===== src/rtl/beep_arbiter.sv =====
// beep_arbiter: fixed-priority preemptive buzzer sequencer (alarm > chime > key); ALARM_REPEAT_EN loops the alarm until alarm_ack.
// Latency: req pulse at edge k -> pending at k+1 -> beep_en at k+2; phase lengths are exact multiples of TICK_DIV cycles.
// Backpressure: none; a busy class drops repeat requests, lower classes wait as one pending request each, mute flushes everything.
module beep_arbiter #(
    parameter int TICK_DIV  = 50000,
    parameter int KEY_ON    = 50,
    parameter int CHIME_ON  = 100,
    parameter int CHIME_OFF = 100,
    parameter int ALARM_ON  = 300,
    parameter int ALARM_OFF = 200,
    parameter int ALARM_N   = 5
) (
    input  logic       clk,
    input  logic       rst_n,
    input  logic       req_key,
    input  logic       req_chime,
    input  logic       req_alarm,
    input  logic       alarm_ack,
    input  logic       mute,
    input  logic       voice_1k,
    output logic       beep,
    output logic       busy,
    output logic [1:0] active,
    output logic       done
);

    typedef enum logic [1:0] {IDLE, ON, OFF} state_t;

    localparam logic [1:0]  CLS_NONE  = 2'd0;
    localparam logic [1:0]  CLS_KEY   = 2'd1;
    localparam logic [1:0]  CLS_CHIME = 2'd2;
    localparam logic [1:0]  CLS_ALARM = 2'd3;
    localparam logic [15:0] PRESC_MAX = 16'(TICK_DIV - 1);

    state_t      state;
    logic [2:0]  pending;
    logic        beep_en;
    logic [15:0] presc;
    logic [9:0]  ms_cnt;
    logic [2:0]  bcnt;

    logic [1:0]  pend_top;
    logic        take;
    logic [2:0]  grant_mask;
    logic        phase_end;
    logic        last_beep;
    logic [2:0]  next_bcnt;
    logic        rpt_cls;
    logic        ack_stop;

    function automatic logic [9:0] on_ms(input logic [1:0] c);
        case (c)
            CLS_KEY:   on_ms = 10'(KEY_ON);
            CLS_CHIME: on_ms = 10'(CHIME_ON);
            CLS_ALARM: on_ms = 10'(ALARM_ON);
            default:   on_ms = 10'd1;
        endcase
    endfunction

    function automatic logic [9:0] off_ms(input logic [1:0] c);
        case (c)
            CLS_CHIME: off_ms = 10'(CHIME_OFF);
            CLS_ALARM: off_ms = 10'(ALARM_OFF);
            default:   off_ms = 10'd0;
        endcase
    endfunction

    function automatic logic [2:0] n_beeps(input logic [1:0] c);
        case (c)
            CLS_CHIME: n_beeps = 3'd2;
            CLS_ALARM: n_beeps = 3'(ALARM_N);
            default:   n_beeps = 3'd1;
        endcase
    endfunction

    function automatic logic [2:0] cls_mask(input logic [1:0] c);
        case (c)
            CLS_KEY:   cls_mask = 3'b001;
            CLS_CHIME: cls_mask = 3'b010;
            CLS_ALARM: cls_mask = 3'b100;
            default:   cls_mask = 3'b000;
        endcase
    endfunction

`ifdef ALARM_REPEAT_EN
    assign rpt_cls  = (active == CLS_ALARM);
    assign ack_stop = alarm_ack && (active == CLS_ALARM) && (state != IDLE);
`else
    wire unused_alarm_ack = alarm_ack;
    assign rpt_cls  = 1'b0;
    assign ack_stop = 1'b0;
`endif

    always_comb begin
        pend_top = CLS_NONE;
        if (pending[2])      pend_top = CLS_ALARM;
        else if (pending[1]) pend_top = CLS_CHIME;
        else if (pending[0]) pend_top = CLS_KEY;
        // Idle grant and preemption share one path: the new class always enters ON directly.
        take       = (pending != 3'b000) && ((state == IDLE) || (pend_top > active));
        grant_mask = take ? cls_mask(pend_top) : 3'b000;
        phase_end  = (presc == 16'd0) && (ms_cnt == 10'd0);
        last_beep  = (bcnt == 3'd1);
        next_bcnt  = last_beep ? 3'(ALARM_N) : bcnt - 3'd1;
    end

    assign beep = beep_en & voice_1k;
    assign busy = (state != IDLE);

    always_ff @(posedge clk or negedge rst_n) begin
        if (!rst_n) begin
            state   <= IDLE;
            pending <= 3'b000;
            beep_en <= 1'b0;
            active  <= CLS_NONE;
            done    <= 1'b0;
            presc   <= 16'd0;
            ms_cnt  <= 10'd0;
            bcnt    <= 3'd0;
        end else if (mute) begin
            state   <= IDLE;
            pending <= 3'b000;
            beep_en <= 1'b0;
            active  <= CLS_NONE;
            done    <= 1'b0;
            presc   <= 16'd0;
            ms_cnt  <= 10'd0;
            bcnt    <= 3'd0;
        end else begin
            done    <= 1'b0;
            pending <= (pending | ({req_alarm, req_chime, req_key} & ~cls_mask(active))) & ~grant_mask;
            if (take) begin
                state   <= ON;
                beep_en <= 1'b1;
                active  <= pend_top;
                presc   <= PRESC_MAX;
                ms_cnt  <= on_ms(pend_top) - 10'd1;
                bcnt    <= n_beeps(pend_top);
            end else if (ack_stop) begin
                state   <= IDLE;
                beep_en <= 1'b0;
                active  <= CLS_NONE;
                done    <= 1'b1;
            end else if (state != IDLE) begin
                if (!phase_end) begin
                    if (presc == 16'd0) begin
                        presc  <= PRESC_MAX;
                        ms_cnt <= ms_cnt - 10'd1;
                    end else begin
                        presc <= presc - 16'd1;
                    end
                end else if (state == OFF || (off_ms(active) == 10'd0 && (!last_beep || rpt_cls))) begin
                    // End of a gap, or a zero-length gap: straight into the next beep.
                    state   <= ON;
                    beep_en <= 1'b1;
                    presc   <= PRESC_MAX;
                    ms_cnt  <= on_ms(active) - 10'd1;
                    bcnt    <= next_bcnt;
                end else if (last_beep && !rpt_cls) begin
                    state   <= IDLE;
                    beep_en <= 1'b0;
                    active  <= CLS_NONE;
                    done    <= 1'b1;
                end else begin
                    state   <= OFF;
                    beep_en <= 1'b0;
                    presc   <= PRESC_MAX;
                    ms_cnt  <= off_ms(active) - 10'd1;
                end
            end
        end
    end

endmodule

===== config.mk =====
export PLATFORM = sky130hd
export DESIGN_NAME = beep_arbiter
export DESIGN_NICKNAME = d
export VERILOG_FILES = /design/src/rtl/beep_arbiter.sv
export SDC_FILE = /design/constraint.sdc
export NUM_CORES = 1
export LEC_CHECK = 0
export ABC_AREA = 1
export ABC_CLOCK_PERIOD_IN_PS = 3400
export BUFFER_PORTS_ARGS = -buffer_cell sky130_fd_sc_hd__buf_4
export CELL_PAD_IN_SITES_DETAIL_PLACEMENT = 0
export CELL_PAD_IN_SITES_GLOBAL_PLACEMENT = 2
export CORE_ASPECT_RATIO = 0.9
export CORE_MARGIN = 2
export CORE_UTILIZATION = 40
export CTS_BUF_LIST = sky130_fd_sc_hd__clkbuf_4 sky130_fd_sc_hd__clkbuf_8
export CTS_CLUSTER_SIZE = 12
export DETAILED_ROUTE_END_ITERATION = 8
export GPL_ROUTABILITY_DRIVEN = 0
export PLACE_DENSITY_LB_ADDON = 0.1
export SLEW_MARGIN = 20
export SYNTH_ARGS = -nofsm -noshare
export SYNTH_HDL_FRONTEND = slang
export SYNTH_SLANG_ARGS = --single-unit

===== constraint.sdc =====
create_clock -name clk -period 3.4 [get_ports clk]
set_input_delay 0.68 -clock clk [delete_from_list [all_inputs] [get_ports clk]]
set_output_delay 0.68 -clock clk [all_outputs]
set_load 0.05 [all_outputs]

; Yosys cells after proc, flatten, opt, wreduce, memory -nomap -nowiden
; Index checks and enable logic that the tools add are counted.
[totals]
wordCells = 125
output_inout_bits = 5
register_bits = 38
[op_classes]
magnitude_cmp = 1
eq_ne = 10
n_mux = 72
n_reduce_logical = 22
addsub = 6
bitwise_logic = 6
[op_table]
columns = operator, n
row1 = 10-bit 2-to-1 mux, 24
row2 = 16-bit 2-to-1 mux, 7
row3 = 9-bit case mux with 3 select lines, 2
row4 = "10-bit by 1-bit subtractor with 10-bit output, second input constant", 4
row5 = 2-bit 2-to-1 mux, 14
row6 = 3-bit 2-to-1 mux, 9
row7 = 10-bit zero test, 2
row8 = 3-bit case mux with 3 select lines, 2
row9 = 16-bit zero test, 1
row10 = 8-bit case mux with 2 select lines, 1
row11 = "16-bit by 1-bit subtractor with 16-bit output, second input constant", 1
row12 = 3-bit nonzero test, 5
row13 = 1-bit 2-to-1 mux, 12
row14 = "2-bit == test, second input constant", 5
row15 = 3-bit bitwise AND, 2
row16 = 3-bit NOT, 2
row17 = 3-bit case mux with 2 select lines, 1
row18 = 3-bit AND reduction, 2
row19 = "5-bit by 4-bit != test with 1-bit output, second input constant", 1
row20 = "2-bit by 1-bit == test with 1-bit output, second input constant", 2
row21 = 2-bit AND reduction, 2
row22 = 4-bit AND reduction, 1
row23 = 4-bit nonzero test, 1
row24 = "3-bit by 1-bit == test with 1-bit output, second input constant", 1
row25 = 10 further kinds, 13

; Depth between registers and ports, before layout
; Gate-level depths: netlist (run 1).
[logic_depth]
ltp_word = 23
depth_mapped = 18
ltp_nobuf = 17

; Worst setup path after synthesis (run 1)
; OpenSTA, ideal clock, no wires.
[synth_path]
path_kind = reg-to-reg
startpoint = register active[1]
endpoint = register ms_cnt[4]
path_slack_ns = 0.879
setup_ns = 0.127
stages_incl_launch_ff = 16
t_arrival_ns = 2.394
cell_sequence = dfrtp_1 -> inv_1 -> ha_1 -> inv_1 -> nor2_1 -> o21ai_2 -> nand2_4 -> nand2_1 -> nand2_1 -> o21ai_0 -> ha_1 -> inv_1 -> nor2_2 -> nand3_1 -> nand3_1 -> o21ai_0
[synth_between]
elab_chain_cells = 15
elab_cells_between_ends = 38
classes_between = add/sub: 2 / order compare: 1 / eq/ne: 4 / mux: 23 / reduce/logical: 8
[synth_rtl]
columns = item, line
row1 = start: declaration, 23  ; output logic [1:0] active,
row2 = start signal: assignment, 135  ; active <= pend_top;
row3 = 2-bit == test, "52, 61"
row4 = 8-bit case mux with 2 select lines, 61  ; case (c)
row5 = 10-bit 2-to-1 mux, 159  ; end else if (last_beep && !rpt_cls) begin
row6 = 10-bit 2-to-1 mux, 152  ; end else if (state == OFF || (off_ms(active) == 10'd0 && (!last_beep || rpt_cls))) begin
row7 = 10-bit 2-to-1 mux, 145  ; if (!phase_end) begin
row8 = 10-bit 2-to-1 mux, 144  ; end else if (state != IDLE) begin
row9 = 10-bit 2-to-1 mux, 132  ; if (take) begin
row10 = 10-bit 2-to-1 mux, 120  ; end else if (mute) begin
row11 = 10-bit by 1-bit subtractor with 10-bit output, 168  ; ms_cnt <= off_ms(active) - 10'd1;
row12 = 10-bit 2-to-1 mux, 159
row13 = 10-bit 2-to-1 mux, 152
row14 = 10-bit 2-to-1 mux, 145
row15 = 10-bit 2-to-1 mux, 144
row16 = 10-bit 2-to-1 mux, 132
row17 = 10-bit 2-to-1 mux, 120
row18 = end signal: assignment, 137  ; ms_cnt <= on_ms(pend_top) - 10'd1;
row19 = end signal: assignment, 148  ; ms_cnt <= ms_cnt - 10'd1;
row20 = end signal: assignment, 157  ; ms_cnt <= on_ms(active) - 10'd1;
row21 = end: declaration, 39  ; logic [9:0] ms_cnt;
; Several ways; a longest one is shown, not always the timed one. The select of a mux whose other input is x is not followed.
; A chain may end at the register's enable or synchronous reset.

; Final worst setup path (run 1)
[layout_path]
startpoint = register pending[2]
endpoint = register ms_cnt[4]
[layout_between]
elab_chain_cells = 8
elab_cells_between_ends = 18
classes_between = add/sub: 1 / order compare: 1 / eq/ne: 4 / mux: 6 / reduce/logical: 6
[layout_rtl]
columns = item, line
row1 = start: declaration, 36  ; logic [2:0] pending;
row2 = start signal: assignment, 131  ; pending <= (pending | ({req_alarm, req_chime, req_key} & ~cls_mask(active))) & ~grant_mask;
row3 = 2-bit 2-to-1 mux, 96  ; if (pending[2]) pend_top = CLS_ALARM;
row4 = 2-bit == test or 2-bit by 1-bit == test with 1-bit output (tied branches), 52  ; case (c)
row5 = 9-bit case mux with 3 select lines, 52
row6 = 10-bit 2-to-1 mux, 132
row7 = 10-bit 2-to-1 mux, 120
row8 = 10-bit by 1-bit subtractor with 10-bit output, 137
row9 = 10-bit 2-to-1 mux, 132
row10 = 10-bit 2-to-1 mux, 120
; Several ways; a longest one is shown, not always the timed one. The select of a mux whose other input is x is not followed.

==> results of run 1 <==
==> layer usage <==
layer	vias up	global-route usage (%)
met3	2	3.309
met5	-	0
li1	1172	-
met2	45	26.99
met1	1037	30.90
met4	0	4.091
==> registers in the layout, summed over array words and instances, names as in the netlist <==
name / cells
presc: 16
ms_cnt: 10
bcnt: 3
pending: 3
active: 2
beep_en: 1
done: 1
state: 1
==> report_power, final <==
group / leakage (nW) / switching, mW / internal [mW]
clock: 0.0542 / 0.162 / 0.183
combinational: 0.872 / 1.41 / 0.654
sequential: 0.484 / 0.149 / 0.612
==> placed cells by master, fill, tap and decap left out, drive strengths merged <==
cell | netlist | final
inv | 54 | 54
a21oi | 16 | 16
clkbuf | 0 | 7
o211ai | 1 | 1
nand3 | 25 | 25
buf | 4 | 12
o21ai | 37 | 37
nor2 | 54 | 54
nand4 | 4 | 4
nand2 | 93 | 93
nor3 | 5 | 5
nand3b | 3 | 3
dfrtp | 37 | 37
ha | 6 | 6
nor3b | 2 | 2
xor2 | 4 | 4
a211oi | 1 | 1
o22ai | 4 | 4
a31oi | 3 | 3
xnor2 | 2 | 2
clkinv | 0 | 1
==> worst min-delay path by stage <==
stage / end / slack [ns] / cells after the start
after floorplan: active[0]$_DFFE_PN0P_ / 0.38 / 0
after global placement: ms_cnt[9]$_DFFE_PN0P_ / 0.46 / 2
after detailed placement: presc[13]$_DFFE_PN0P_ / 0.47 / 1
after CTS: presc[0]$_DFFE_PN0P_ / 0.37 / 1
after global routing: presc[1]$_DFFE_PN0P_ / 0.39 / 1
final: presc[0]$_DFFE_PN0P_ / 0.35 / 1
==> per-stage QoR <==
| stage | utilization [%] | area (um2) | hold slack [ns] |
|---|---|---|---|
| floorplan | - | 2567 | 0.3844 |
| global placement | 44.38 | 2729 | 0.4649 |
| detailed placement | 44.38 | 2729 | 0.4742 |
| CTS | 46.03 | 2830 | 0.3725 |
| global route | 46.03 | 2830 | 0.3857 |
| finish | 46.03 | 2830 | 0.3525 |
==> cell type report <==
type / count / area [um2] / share of cell area, %
Timing Repair Buffer: 12 / 90.09 / 3.183
Tap cell: 87 / 108.9 / 3.846
Multi-Input combinational cell: 260 / 1401 / 49.51
Clock inverter: 1 / 5.005 / 0.1768
Clock buffer: 7 / 96.34 / 3.404
Inverter: 54 / 202.7 / 7.162
Sequential cell: 37 / 925.9 / 32.71
==> kinds of logic (layout without fill, tap and decap cells) <==
logic type,Yosys count,count (layout),share of synthesized area (%)
fa+ha+maj,6,6,2.924
xor+xnor,6,6,2.047
compound gates,62,62,13.94
buf+inv,58,74,9.357
simple gates,186,186,35.67
flops,37,37,36.06
==> worst max-delay path: cells and delay by family (launching register included) <==
kind / cells / cell delay [ns]
AOI/OAI and AO/OA: 3 / 0.84
and+or+nand+nor: 5 / 0.77
DFF: 1 / 0.44
buffers and inverters: 3 / 0.34
adders and majority gates: 1 / 0.29
==> flow_metrics.tcl, run 1 <==
set metrics [dict create \
    r2r.worst_path.cells 12 \
    drv_slew 0 \
    netlist_top_cells_count "nand2_1, inv_1, nor2_1" \
    dp_hpwl_um 4779 \
    rr_endpoint "ms_cnt[4]$_DFFE_PN0P_" \
    startpoint_type "flip-flop" \
    place_worst_setup_slack_ns 0.6138 \
    coreArea_um2 6148 \
    tritoncts "built" \
    drtIter0Drc 106 \
    worstSetupPathType "flip-flop to flip-flop" \
    startpoint "pending[2]$_DFF_PN0_" \
    finalNetCount 384 \
    fp.dieArea_um2 7076 \
    ys.flop_type "dfrtp_1" \
    antenna_found_initial 0 \
    hold_class "input port to async pin" \
    fin_ws_ns 0.6596 \
    power-per-cell-area_nw_per_um2 1119 \
    grt_pass1_vias 2109 \
    rows 27 \
    synth_most_common_cell "nand2_1" \
    cp-end-kind "flip-flop" \
    drc 0 \
    crit_path_max_fanout 12 \
    drive_above_1_share_pct 16.44 \
    rsz0062_at_grt "no" \
    finalNonFillerCells 458 \
    dp_cells 450 \
    ys_seq_elements 37 \
    post_drt_via_cell_ratio 4.926 \
    tns_ns 0 \
    num-fill-cells 661 \
    port_buffers 11 \
    fp.dieH_um 80.01 \
    cts_max_path_buffers 2 \
    routed_wl_um 6224 \
    top_layer "met4" \
    cts_hold_buffers 0 \
    rrSetupSlack_ns 0.66 \
    cts_setup_buffers 0 \
    synthArstFlopShare_pct 100.0 \
    period_share_pct 80.60 \
    hold_viol_final 0 \
    drtPass1Iterations 4 \
    wl_met1_um 3361 \
    cts_resized 0 \
    initial_utilization_pct 41.76 \
    ant_nets 0 \
    worstSkewPairLatency_ns 0.29 \
    antennaDiodeCount 0 \
    ioPinCount 13 \
    tightest_slew_ns 0.5118 \
    r2r-start "pending[2]$_DFF_PN0_" \
    layout_min_cycle_time_ns 2.740 \
    grt_max_degree 38 \
    syn_area_per_cell_um2 7.232 \
    synthTopCellsByArea "dfrtp_1, nand2_1, inv_1" \
    slew_headroom_pct 65.75 \
    ys_seq_area_share_pct 36.06 \
    peakVddDrop_v 0.0004688 \
    setup_viol 0 \
    skew_ns 0.01051 \
    p_total_mw 3.166 \
    grt-ovfl-total 0 \
    dr_wl_met2_um 2545 \
    synth_cell_types 33 \
    fmaxAchievable_mhz 364.9 \
    yosys.area.top_type "dfrtp_1" \
    synth-edff-count 0 \
    grt_usage_pct 19.40 \
    cp.arrival_ns 2.95 \
    h-tree-depth 2 \
    cts_buffers 5 \
    clock_sinks 37 \
    slowest_stage "o21ai_4" \
    syn_to_final_growth_pct 10.23 \
    critPathRequiredTime_ns 3.61 \
    path_cells "nor2_2, inv_1, ha_1, inv_1, nor2_1, o21ai_2, nand2_4, nand2_4, nand2_1, o21ai_4, inv_2, o21ai_0" \
    synth.net_count 369 \
    wl_met3_um 293 \
    root_buffer "clkbuf_8" \
    synthCells 355 \
    grt_pass1_wl_um 10630 \
    synth_top_area_share_pct 36.06 \
    status "complete, no violations" \
    endpoint "ms_cnt[4]$_DFFE_PN0P_" \
    drv_cap 0 \
    vias 2256 \
    wire_per_inst_um 13.59 \
    yosys_warnings 0 \
    cp_slowest_stage_delay_ns 0.50 \
    clkTransAtPathRegs_ns 0.08 \
    syn-cell-area_um2 2567 \
    die_w_um 88.45 \
    leakage_nw 1.411 \
]
No activity file was read; power rests on OpenSTA's default activity.
==> inputs of run 2 (changes only) <==
--- a/config.mk
+++ b/config.mk
@@ -6,13 +6,13 @@
 export NUM_CORES = 1
 export LEC_CHECK = 0
 export ABC_AREA = 1
-export ABC_CLOCK_PERIOD_IN_PS = 3400
+export ABC_CLOCK_PERIOD_IN_PS = 2400
 export BUFFER_PORTS_ARGS = -buffer_cell sky130_fd_sc_hd__buf_4
 export CELL_PAD_IN_SITES_DETAIL_PLACEMENT = 0
 export CELL_PAD_IN_SITES_GLOBAL_PLACEMENT = 2
 export CORE_ASPECT_RATIO = 0.9
 export CORE_MARGIN = 2
-export CORE_UTILIZATION = 40
+export CORE_UTILIZATION = 33
 export CTS_BUF_LIST = sky130_fd_sc_hd__clkbuf_4 sky130_fd_sc_hd__clkbuf_8
 export CTS_CLUSTER_SIZE = 12
 export DETAILED_ROUTE_END_ITERATION = 8
==> constraint.sdc (replaced) <==
create_clock -name clk -period 2.4 [get_ports clk]
set_input_delay 0.48 -clock clk [delete_from_list [all_inputs] [get_ports clk]]
set_output_delay 0.48 -clock clk [all_outputs]
set_load 0.05 [all_outputs]
==> flow_metrics.tcl, run 2 (synthesized netlist as in run 1, its figures left out) <==
set metrics [dict create \
    antenna_found_initial 0 \
    rr_endpoint "ms_cnt[3]$_DFFE_PN0P_" \
    cts_max_path_buffers 2 \
    period_share_pct 96.90 \
    startpoint_type "flip-flop" \
    hold_viol_final 0 \
    clock_sinks 37 \
    num-fill-cells 808 \
    skew_ns 0.008343 \
    largest-register "presc" \
    h-tree-depth 2 \
    drtIter0Drc 93 \
    r2r-start "pending[1]$_DFF_PN0_" \
    crit_family "simple AND/OR/NAND/NOR gates" \
    cts_hold_buffers 0 \
    fp.dieH_um 87.68 \
    die_w_um 96.98 \
    drive_above_1_share_pct 27.14 \
    finalNetCount 412 \
    clkTransAtPathRegs_ns 0.08 \
    path_cells "nor2_2, inv_2, ha_4, inv_2, nor2_4, o21ai_2, nand2_4, nand2_4, nand2_4, nor2_4, a21oi_4, o21ai_4, buf_12, nor2_8, inv_2, o21ai_1" \
    cp.arrival_ns 2.55 \
    coreArea_um2 7545 \
    grt_pass1_vias 2263 \
    initial_utilization_pct 34.03 \
    syn_to_final_growth_pct 23.54 \
    ioPinCount 13 \
    drv_cap 0 \
    setup_viol 0 \
    critPathRequiredTime_ns 2.62 \
    drc 0 \
    slew_headroom_pct 65.12 \
    drtPass1Iterations 4 \
    drv_slew 0 \
    layout_min_cycle_time_ns 2.326 \
    hold_class "input port to async pin" \
    worstSetupPathType "flip-flop to flip-flop" \
    fp.dieArea_um2 8503 \
    routed_wl_um 6957 \
    tritoncts "built" \
    status "complete, no violations" \
    cp-end-kind "flip-flop" \
    grt-ovfl-total 0 \
    antennaDiodeCount 0 \
    tightest_slew_ns 0.5232 \
    worstSkewPairLatency_ns 0.29 \
    fmaxAchievable_mhz 430.0 \
    worstSetupPathDepth 16 \
    dp_hpwl_um 5325 \
    largest_reg_flops 16 \
    wire_per_inst_um 14.08 \
    ant_nets 0 \
    vias 2368 \
    grt_max_degree 38 \
    slowest_stage "dfrtp_1" \
    mostFrequentLayoutCells "nand2_1, inv_1, buf_4" \
    cp_slowest_stage_delay_ns 0.43 \
    rows 30 \
    layout.cells.most_common "nand2_1" \
    cts_buffers 5 \
    rsz0062_at_grt "yes" \
    r2r.worst_path.cells 16 \
    grt_pass1_wl_um 11660 \
    root_buffer "clkbuf_8" \
    rrSetupSlack_ns 0.07 \
    crit_buf_inv 4 \
    port_buffers 11 \
    post_drt_via_cell_ratio 4.794 \
    crit_path_max_fanout 8 \
    largestRegisters "presc x16, ms_cnt x10" \
    post-route-util_pct 42.04 \
    grt_usage_pct 17.33 \
]
run 2: worst max path at each step:
stage	slack (ns)	end	start
final	0.07	ms_cnt[3]$_DFFE_PN0P_	pending[1]$_DFF_PN0_
after global routing	-0.05	presc[0]$_DFFE_PN0P_	pending[1]$_DFF_PN0_
after CTS	0.03	presc[0]$_DFFE_PN0P_	pending[1]$_DFF_PN0_
after detailed placement	0.04	presc[2]$_DFFE_PN0P_	pending[1]$_DFF_PN0_
after global placement	0.06	presc[10]$_DFFE_PN0P_	pending[1]$_DFF_PN0_
after floorplan	0.06	ms_cnt[4]$_DFFE_PN0P_	active[1]$_DFFE_PN0P_
run 2: layout make-up:
type | instances | area [um2] | area share, %
Clock buffer | 7 | 90.09 | 2.840
Inverter | 54 | 202.7 | 6.391
Multi-Input combinational cell | 260 | 1511 | 47.65
Sequential cell | 37 | 927.1 | 29.23
Tap cell | 96 | 120.1 | 3.787
Timing Repair Buffer | 40 | 320.3 | 10.10
run 2: metrics by stage:
stage	TNS (ns)	area [um2]	instances	setup slack, ns	hold slack (ns)
global placement	0	2899	480	0.06339	0.4663
finish	0	3172	494	0.07431	0.1581
global route	-0.3409	3172	494	-0.04869	0.1990
floorplan	0	2569	355	0.05667	0.1844
CTS	0	2989	487	0.03131	0.1812
detailed placement	0	2899	480	0.04274	0.4723
run 2: repair_timing:
item	in CTS	in global routing
endpoints found under the setup margin	0	29
setup buffers	0	7
gates resized for setup	0	35
run 2: routing by layer:
metal / vias to the layer above / track usage [%] / part of all wire (%)
li1: 1222 / - / -
met1: 1120 / 26.66 / 54
met2: 21 / 25.38 / 43
met3: 5 / 2.953 / 2.2
met4: 0 / 3.841 / 0.63
met5: - / 0 / 0
Power of run 2 is left out: the tool's default activity adds up to more than one toggle a clock period on the data nets, which glitch-free logic cannot reach.
==> inputs of run 3 (changes only) <==
--- a/config.mk
+++ b/config.mk
@@ -5,14 +5,13 @@
 export SDC_FILE = /design/constraint.sdc
 export NUM_CORES = 1
 export LEC_CHECK = 0
-export ABC_AREA = 1
 export ABC_CLOCK_PERIOD_IN_PS = 2400
 export BUFFER_PORTS_ARGS = -buffer_cell sky130_fd_sc_hd__buf_4
 export CELL_PAD_IN_SITES_DETAIL_PLACEMENT = 0
 export CELL_PAD_IN_SITES_GLOBAL_PLACEMENT = 2
 export CORE_ASPECT_RATIO = 0.9
 export CORE_MARGIN = 2
-export CORE_UTILIZATION = 33
+export CORE_UTILIZATION = 36
 export CTS_BUF_LIST = sky130_fd_sc_hd__clkbuf_4 sky130_fd_sc_hd__clkbuf_8
 export CTS_CLUSTER_SIZE = 12
 export DETAILED_ROUTE_END_ITERATION = 8
==> flow_metrics.tcl, run 3 <==
set metrics [dict create \
    skew_ns 0.007403 \
    seq_power_share_pct 18.7 \
    drive_above_1_share_pct 53.65 \
    seqCellArea_um2 928.4 \
    peakVddDrop_v 0.0005277 \
    yosys_warnings 0 \
    ys_seq_area_share_pct 37.81 \
    antenna_found_initial 0 \
    ioPinCount 13 \
    synth.net_count 286 \
    root_buffer "clkbuf_8" \
    drv_slew 0 \
    num-fill-cells 624 \
    cts_buffers 5 \
    drc 0 \
    fin_ws_ns -0.4162 \
    rows 28 \
    dp_cells 455 \
    hold_class "input port to async pin" \
    design_area_um2 3950 \
    dpl_cell_area_um2 3428 \
    synthArstFlopShare_pct 100.0 \
    grt_pass1_vias 2350 \
    startpoint_type "flip-flop" \
    finalNonFillerCells 474 \
    synth_most_common_cell "dfrtp_1" \
    syn_to_final_growth_pct 61.32 \
    dp_hpwl_um 5510 \
    internal_power_mw 2.874 \
    synthCells 272 \
    grt-ovfl-total 0 \
    antennaDiodeCount 0 \
    tritoncts "built" \
    hold_viol_final 0 \
    synthTopCellsByArea "dfrtp_1, nor2_1, nand2_1" \
    largest-register "presc" \
    initial_utilization_pct 37.18 \
    period_share_pct 117.3 \
    syn_area_per_cell_um2 9.002 \
    p_total_mw 5.014 \
    post_drt_via_cell_ratio 5.272 \
    port_buffers 11 \
    grt_pass1_wl_um 11530 \
    fp.dieArea_um2 7478 \
    ant_nets 0 \
    cp-end-kind "flip-flop" \
    grt_max_degree 38 \
    finalNetCount 398 \
    cts_max_path_buffers 2 \
    syn-cell-area_um2 2449 \
    p_comb_share_pct 72.2 \
    setup_viol 27 \
    routed_wl_um 7345 \
    status "finished, violations left" \
    coreArea_um2 6586 \
    tns_ns -6.809 \
    clock_sinks 37 \
    layout_min_cycle_time_ns 2.816 \
    fp.dieH_um 82.24 \
    drtPass1Iterations 4 \
    switching_share_pct 42.67 \
    wire_per_inst_um 15.50 \
    multi_input_area_um2 1834 \
    netlist_top_cells_count "dfrtp_1, nor2_1, nand2_1" \
    synth_top_area_share_pct 37.81 \
    critPathRequiredTime_ns 2.62 \
    worstSetupPathType "flip-flop to flip-flop" \
    largestRegisters "presc x16, ms_cnt x10" \
    synth-edff-count 0 \
    worstSkewPairLatency_ns 0.29 \
    post-route-util_pct 59.97 \
    layout.cells.most_common "buf_4" \
    yosys.area.top_type "dfrtp_1" \
    slew_headroom_pct 64.29 \
    violations "setup timing" \
    drv_cap 0 \
    die_w_um 90.94 \
    leakage_nw 1.742 \
    largest_reg_flops 16 \
    synth_cell_types 68 \
    ys.flop_type "dfrtp_1" \
    crit_path_max_fanout 5 \
    switchingPower_mw 2.140 \
    fmaxAchievable_mhz 355.1 \
    h-tree-depth 2 \
    rsz0062_at_grt "yes" \
    vias 2499 \
    clkTransAtPathRegs_ns 0.08 \
    mostFrequentLayoutCells "buf_4, dfrtp_1, nor2_1, nand2_1, buf_6" \
    power-per-cell-area_nw_per_um2 1269 \
    ys_seq_elements 37 \
    clockPowerShare_pct 9.2 \
    drtIter0Drc 74 \
    grt_usage_pct 19.72 \
    cp.arrival_ns 3.04 \
    tightest_slew_ns 0.5301 \
]
[run 3: changes by cell type in the layout (fill, tap and decap cells not counted), moves of 11 or more]
cell     change
buf_4       +62
inv_1       -37
buf_6       +11
nor2_1      -16
nand2_1     -59
o21ai_0     -20
nand3_1     -16
[run 3: what timing repair did]
action | in CTS | in global routing
pin swaps | 12 | 33
resized for setup | 17 | 63
hold buffers | 0 | 0
hold endpoints to repair | 0 | 0
setup buffers | 5 | 8
setup endpoints to repair | 34 | 34
[run 3: per-stage QoR]
step	hold WS, ns	worst slack, ns
floorplan	0.1844	-0.4039
global placement	0.4659	-0.4024
detailed placement	0.4799	-0.4378
CTS	0.1721	-0.3853
global route	0.1881	-0.4919
finish	0.1517	-0.4162
[run 3: cell type report]
class,instances,share of cell area [%]
Multi-Input combinational cell,213,46.44
Timing Repair Buffer,115,23.79
Sequential cell,37,23.50
Tap cell,90,2.851
Clock buffer,7,2.281
Inverter,12,1.140
[run 3: critical path, stage by stage, from the launching register on]
cell and delay [ns]:
dfrtp_1 0.40, or2_4 0.27, ha_4 0.27, nor2b_4 0.17
or3_4 0.19, nand2_4 0.06, o21a_1 0.14, buf_4 0.15
or4_4 0.57, or4_1 0.43, nand3_1 0.09
[run 3: power groups by stage]
stage / clock, mW / combinational, mW / sequential [mW]
after floorplan: 0 / 1.73 / 1.02
after global routing: 0.499 / 3.91 / 0.957
after detailed placement: 0 / 3.02 / 0.943
after global placement: 0 / 3.01 / 0.939
final: 0.460 / 3.62 / 0.935
after CTS: 0.474 / 3.20 / 0.932
[run 3: worst paths after layout]
check	startpoint	to	slack [ns]	cells after the start
hold reg to reg	bcnt[1]$_DFFE_PN0P_	bcnt[1]$_DFFE_PN0P_	0.51	2
min in group clk	req_chime	pending[1]$_DFF_PN0_	0.47	3
setup reg to reg	pending[2]$_DFF_PN0_	ms_cnt[7]$_DFFE_PN0P_	-0.42	10
hold / removal	rst_n	presc[0]$_DFFE_PN0P_	0.15	1
setup / recovery	pending[2]$_DFF_PN0_	ms_cnt[7]$_DFFE_PN0P_	-0.42	10
max in group asynchronous	rst_n	active[0]$_DFFE_PN0P_	1.87	1
[run 3: metal layers]
layer	part of all wire [%]	track usage (%)	vias to the layer above	routed length, um
met1	52	27.32	1230	3805
li1	-	-	1242	-
met2	45	32.37	22	3334
met4	0.88	5.758	0	65
met5	0	0	-	0
met3	1.9	2.904	5	140
[run 3: logic make-up after synthesis]
logic type / synth area share (%)
mux: 0.8687
compound gates: 21.41
simple gates: 26.88
buf+inv: 5.671
xor+xnor: 4.292
flops: 37.81
fa+ha+maj: 3.066
